==> src/rtl/freq_gauge_scheduler.sv <==
// freq_gauge_scheduler: shares one frequency-measurement engine across
// NumChannels probe clocks. It sequences mux select, settle, gate window,
// hold and store, scales counts to Hz and serves results over Avalon-MM.
// Optional macro FREQ_GAUGE_SCHED_IRQ_EN adds a sweep-done interrupt.
module freq_gauge_scheduler #(
   parameter int NumChannels    = 4,
   parameter int ReferenceClock = 50000000,
   parameter int MeasureCycles  = ReferenceClock / 100,
   parameter int SettleCycles   = 64,
   parameter int HoldCycles     = ReferenceClock / 1000,
   parameter int Multiplier     = 100
) (
   input  logic        ref_clk,
   input  logic        reset,
   output logic [3:0]  probe_sel,
   output logic        gate,
   input  logic [31:0] count_in,
   input  logic [3:0]  mm_address,
   input  logic        mm_read,
   input  logic        mm_write,
   input  logic [31:0] mm_writedata,
   output logic [31:0] mm_readdata,
   output logic        mm_readdatavalid
`ifdef FREQ_GAUGE_SCHED_IRQ_EN
   ,
   output logic        irq
`endif
);

   localparam int IdxW = (NumChannels > 1) ? $clog2(NumChannels) : 1;
   localparam logic [3:0] CtrlAddr = 4'(NumChannels);
   localparam logic [3:0] StatAddr = 4'(NumChannels + 1);

   typedef enum logic [2:0] {
      S_SELECT,
      S_MEASURE,
      S_HOLD,
      S_STORE,
      S_NEXT,
      S_IDLE
   } state_t;

   state_t                 state;
   logic [IdxW-1:0]        channel;
   logic [31:0]            cnt;
   logic [7:0]             sweep;
   logic [NumChannels-1:0] mask;
   logic [31:0]            results [NumChannels];
   logic                   irq_en;
   logic                   sweep_done;

   logic [IdxW-1:0]        next_ch;
   logic [IdxW-1:0]        cand;
   logic                   next_found;
   logic                   sweep_inc;
   logic [63:0]            product;
   logic [31:0]            scaled;
   logic [31:0]            rd_value;
   logic                   unused_wdata;

   assign unused_wdata = ^mm_writedata;

   // Round-robin search for the next enabled channel after the current one.
   always_comb begin
      // NOTE: every always_comb output gets a default first so no path can infer a latch.
      next_ch    = channel;
      next_found = 1'b0;
      cand       = '0;
      for (int i = 1; i <= NumChannels; i++) begin
         cand = IdxW'((int'(channel) + i) % NumChannels);
         if (!next_found && mask[cand]) begin
            next_found = 1'b1;
            next_ch    = cand;
         end
      end
      sweep_inc = (state == S_NEXT) && (mask != '0) && (next_ch <= channel);
   end

   // Scale the engine count to Hz, saturating below the "unmeasured" code.
   always_comb begin
      product = 64'(count_in) * 64'(Multiplier);
      scaled  = (product > 64'h0000_0000_FFFF_FFFE) ? 32'hFFFF_FFFE : product[31:0];
   end

   // Measurement sequencer: select, settle, gate, hold, store, advance.
   always_ff @(posedge ref_clk or posedge reset) begin
      // NOTE: sequential state is assigned with <= so every register sees pre-edge values.
      if (reset) begin
         state     <= S_SELECT;
         channel   <= '0;
         probe_sel <= '0;
         gate      <= 1'b0;
         cnt       <= '0;
         sweep     <= '0;
      end else begin
         case (state)
            S_SELECT: begin
               if (cnt == 32'(SettleCycles - 1)) begin
                  state <= S_MEASURE;
                  cnt   <= '0;
                  gate  <= 1'b1;
               end else begin
                  cnt <= cnt + 32'd1;
               end
            end
            S_MEASURE: begin
               if (cnt == 32'(MeasureCycles - 1)) begin
                  state <= S_HOLD;
                  cnt   <= '0;
                  gate  <= 1'b0;
               end else begin
                  cnt <= cnt + 32'd1;
               end
            end
            S_HOLD: begin
               if (cnt == 32'(HoldCycles - 1)) begin
                  state <= S_STORE;
                  cnt   <= '0;
               end else begin
                  cnt <= cnt + 32'd1;
               end
            end
            S_STORE: state <= S_NEXT;
            S_NEXT: begin
               if (mask == '0) begin
                  state <= S_IDLE;
               end else begin
                  state     <= S_SELECT;
                  channel   <= next_ch;
                  probe_sel <= 4'(next_ch);
                  if (sweep_inc) sweep <= sweep + 8'd1;
               end
            end
            S_IDLE:  if (mask != '0) state <= S_NEXT;
            default: state <= S_IDLE;
         endcase
      end
   end

   // Per-channel result registers, written once per completed window.
   always_ff @(posedge ref_clk or posedge reset) begin
      // NOTE: the result file is small and must read "unmeasured" after reset, so it is reset explicitly.
      if (reset) begin
         for (int i = 0; i < NumChannels; i++) results[i] <= '1;
      end else if (state == S_STORE) begin
         results[channel] <= scaled;
      end
   end

   // Control register and sweep-done flag (set beats a coincident clear).
   always_ff @(posedge ref_clk or posedge reset) begin
      if (reset) begin
         mask       <= '1;
         irq_en     <= 1'b0;
         sweep_done <= 1'b0;
      end else begin
         if (mm_write && mm_address == CtrlAddr) begin
            mask <= mm_writedata[NumChannels-1:0];
`ifdef FREQ_GAUGE_SCHED_IRQ_EN
            irq_en <= mm_writedata[31];
`endif
         end
`ifdef FREQ_GAUGE_SCHED_IRQ_EN
         if (sweep_inc) begin
            sweep_done <= 1'b1;
         end else if (mm_write && mm_address == StatAddr && mm_writedata[30]) begin
            sweep_done <= 1'b0;
         end
`endif
      end
   end

`ifdef FREQ_GAUGE_SCHED_IRQ_EN
   assign irq = sweep_done & irq_en;
`endif

   // Register-map decode from pre-edge state.
   always_comb begin
      rd_value = '0;
      if (mm_address < CtrlAddr) begin
         rd_value = results[mm_address[IdxW-1:0]];
      end else if (mm_address == CtrlAddr) begin
         rd_value[NumChannels-1:0] = mask;
         rd_value[31]              = irq_en;
      end else if (mm_address == StatAddr) begin
         rd_value[7:0]  = sweep;
         rd_value[11:8] = 4'(channel);
         rd_value[30]   = sweep_done;
         rd_value[31]   = (state != S_IDLE);
      end
   end

   // Fixed one-cycle read response.
   always_ff @(posedge ref_clk or posedge reset) begin
      if (reset) begin
         mm_readdata      <= '0;
         mm_readdatavalid <= 1'b0;
      end else begin
         mm_readdatavalid <= mm_read;
         mm_readdata      <= mm_read ? rd_value : '0;
      end
   end

endmodule

==> config.mk <==
export PLATFORM = sky130hd
export DESIGN_NAME = freq_gauge_scheduler
export DESIGN_NICKNAME = d
export VERILOG_FILES = /design/src/rtl/freq_gauge_scheduler.sv
export SDC_FILE = /design/constraint.sdc
export NUM_CORES = 1
export LEC_CHECK = 0
export ABC_CLOCK_PERIOD_IN_PS = 19050
export BUFFER_PORTS_ARGS = -buffer_cell sky130_fd_sc_hd__buf_2
export CAP_MARGIN = 30
export CORE_MARGIN = 1.5
export CORE_UTILIZATION = 50
export CTS_CLUSTER_DIAMETER = 100
export DETAILED_ROUTE_END_ITERATION = 6
export GPL_ROUTABILITY_DRIVEN = 0
export PLACE_DENSITY = 0.64
export SLEW_MARGIN = 20
export SYNTH_ARGS = -nofsm -noshare
export SYNTH_HDL_FRONTEND = slang
export SYNTH_SLANG_ARGS = --single-unit
export TNS_END_PERCENT = 20
==> constraint.sdc <==
create_clock -name ref_clk -period 19.05 [get_ports ref_clk]
set_input_delay 2.8575 -clock ref_clk [delete_from_list [all_inputs] [get_ports ref_clk]]
set_output_delay 2.8575 -clock ref_clk [all_outputs]
set_load 0.02 [all_outputs]
==> results.toml <==
[timing]
layout_setup_ws_ps = 11630
hold_slack_ps = 479
tightestPinTransition_ps = 1000
fin_skew_ps = 18.6
drv_slew = 0
hold_viol_final = 0
tns_ps = 0
setup_violations = 0
period_share_pct = 39.0
fin_crit_ps = 7420
rsz0062_at_grt = "false"
slew_headroom_pct = 33.0
timing.fmax_mhz = 135

[synth]
seq_area_frac_synth_pct = 39.3
yosysTopAreaCell = "dfstp_2"
syn_avg_cell_area_sq_um = 9.38
synth_edf_count = 0
synth_warnings = 2
async_reset_ff_share_pct = 100
yosysMostFrequentCell = "nor2_1"
synth_area_leaders = "dfstp_2 25%, dfrtp_1 14%, ha_1 9.8%"
synth_top_area_share_pct = 25.0
synth_common_cells = "302 x nor2_1, 132 x dfstp_2, 129 x inv_1"
ys_types = 70
syn_area_sq_um = 13900
syn_inst = 1478
synthFlopType = "dfstp_2"
ys_ff_latch = 211

[floorplanning]
initial_core_util_pct = 51.2
dieWidth_microns = 170
rows = 60
die-height_microns = 170
io_pins = 110
core_area_sq_um = 27100
dieArea_sq_um = 28700

[cts]
cts_made_buffers = 22
path_clk_slew_ps = 60
cts_sinks = 211
cts_root_buffer = "clkbuf_16"
cts_resized = 0
postCtsSetupBuffers = 0
postCtsHoldBufs = 0
clockBufferDepth = 3
htreeDepth = 1
tritoncts = "yes"
insertion_delay_ps = 520

[global_route]
grt_pass1_wl_microns = 54700
met2_usage_pct = 39.4
grt.met1_usage_pct = 33.3
grt_pass1_vias = 10600
antenna_found_initial = 0
top_usage_layer = "met2"
gr-usage-all-layers_pct = 23.5
grt_max_degree = 76
met3_usage_pct = 2.26
gr-total-overflow = 0

[detailed_routing]
via_count = 10800
routed_wirelength_microns = 33000
drt_first_iter_violations = 917
dr.pass1.iters = 5
via_per_inst = 5.70
drc_errors = 0
wl_per_cell_microns = 17.4
ant_nets = 0

[cells_and_area]
final_cells = 1893
area_delta_synth_final_pct = 9.30
drive_above_1_share_pct = 20.6
multi_input_area_sq_um = 7570
fin_nets = 1714
fillers = 2423
diodes = 0
final_area_sq_um = 15200
area.sequential_sq_um = 5450

[worst_setup_path]
crit_path_frequent_cell = "ha_1"
rr_endpoint = "sweep[5]"
reg2reg_depth = 14
path_cells = "buf_2 -> ha_1 -> ha_1 -> inv_1 -> fa_1 -> inv_1 -> ha_1 -> a21oi_1 -> o21ai_0 -> nor2_1 -> nor4b_1 -> o21a_1 -> o22ai_1 -> nor4_4 -> buf_4 -> buf_4 -> a31oi_1"
cp-start-kind = "input pin"
path_max_fanout = 72
cp.arrival_ps = 7820
setup.worst_path.end = "results[50]"
critPathKind = "in2reg"
r2r_slack_ps = 15750
r2r-start = "probe_sel[0]"
slowest_stage = "buf_4"
critPathCaptureType = "register"
path_buf_inv = 5
required_ps = 19450
path_depth = 17
slowest_delay_ps = 730
crit_path_start = "count_in[12]"
cp_top_family = "buffers and inverters"

[outcome]
status = "finished clean"

[power_and_ir_drop]
p_per_area_nw_per_um2 = 92.1
irDropWorstVdd_uv = 49.5
p_leak_nw = 6.94

[place]
dp.cells = 1853
port_buffers = 79
dp_hpwl_microns = 21600
dpl_worst_slack_ps = 11120
placed_area_sq_um = 14500

[job]
drv_cap = 0

[hold_path]
hold_path_class = "reg2reg"
logic make-up (layout without fill, tap and decap cells):
group | count (synthesis) | count (layout) | share of synthesized area [%]
flip-flops | 211 | 211 | 39.3
XOR/XNOR | 62 | 62 | 3.92
buffers and inverters | 218 | 260 | 6.24
other | 1 | 2 | 0.0270
AND/OR/NAND/NOR | 525 | 525 | 17.3
adder cells (fa/ha/maj) | 136 | 136 | 13.7
AO/OA/AOI/OAI | 278 | 278 | 13.0
multiplexers | 47 | 47 | 6.48
area by class of cell:
class,instances,area share (%)
clock buffers,36,4.45
repair buffers,92,3.24
inverters,129,3.24
multi-input cells,1050,50.0
clock inverters,3,0.0991
well taps,372,3.07
flip-flops and latches,211,35.9
per-layer routing:
layer	wire length (microns)	up-vias
li1	-	5206
met2	15800	273
met4	456	0
met3	1650	37
met1	15100	5270
met5	0	-
worst min path at each step:
stage,start,cells after the start,to,slack [ps]
after global routing,sweep[7],1,sweep[7],490
final,cnt[31],1,cnt[31],480
after global placement,sweep[7],1,sweep[7],460
after CTS,cnt[31],1,cnt[31],480
after detailed placement,cnt[31],1,cnt[31],460
after floorplan,sweep[7],1,sweep[7],450
per-stage QoR:
stage / util [%] / power [W]
6_report: 55.9 / 0.00140
5_1_grt: 55.9 / 0.00148
4_1_cts: 55.9 / 0.00140
3_5_place_dp: 53.4 / 0.000981
3_3_place_gp: 53.4 / 0.000975
2_1_floorplan: - / 0.000862
power breakdown:
part / total (W) / leakage, nW / internal [W] / switching (W)
Sequential: 0.000497 / 2.46 / 0.000484 / 0.0000137
Combinational: 0.000483 / 4.14 / 0.000156 / 0.000327
Clock: 0.000415 / 0.341 / 0.000241 / 0.000174
placed cells by master (no fill, tap or decap), types with 4 or more instances in the layout:
cell	netlist	routed
a31oi_1	128	128
a22oi_1	13	13
clkbuf_16	0	23
dfstp_2	132	132
clkbuf_8	0	5
nand4_1	20	20
buf_2	14	79
a21o_1	8	8
xor2_1	27	27
mux4_2	33	33
fa_1	27	27
and4_1	7	7
nand2_1	60	60
and2_2	0	4
inv_1	129	128
clkbuf_1	64	8
a211o_1	4	4
a21oi_1	44	44
xnor2_1	35	35
dfrtp_1	79	79
a211oi_1	7	7
and2_1	23	19
ha_1	109	109
nand2b_1	4	4
and3_1	36	36
o21ai_0	22	22
o21a_1	6	6
nor2_1	302	302
nand3_1	18	18
o21ai_1	7	7
nor4_1	8	8
nor2b_1	12	12
nor3_1	18	18
buf_4	8	12
mux2_2	12	12
o211ai_1	8	8
sequential cells by signal, summed over array words and instances (netlist names), 2 cells and up:
name and count:
results 128, cnt 32, mm_readdata 32, sweep 8, mask 4, state 3, probe_sel 2
Note: power is estimated with default switching activity, not from simulation.
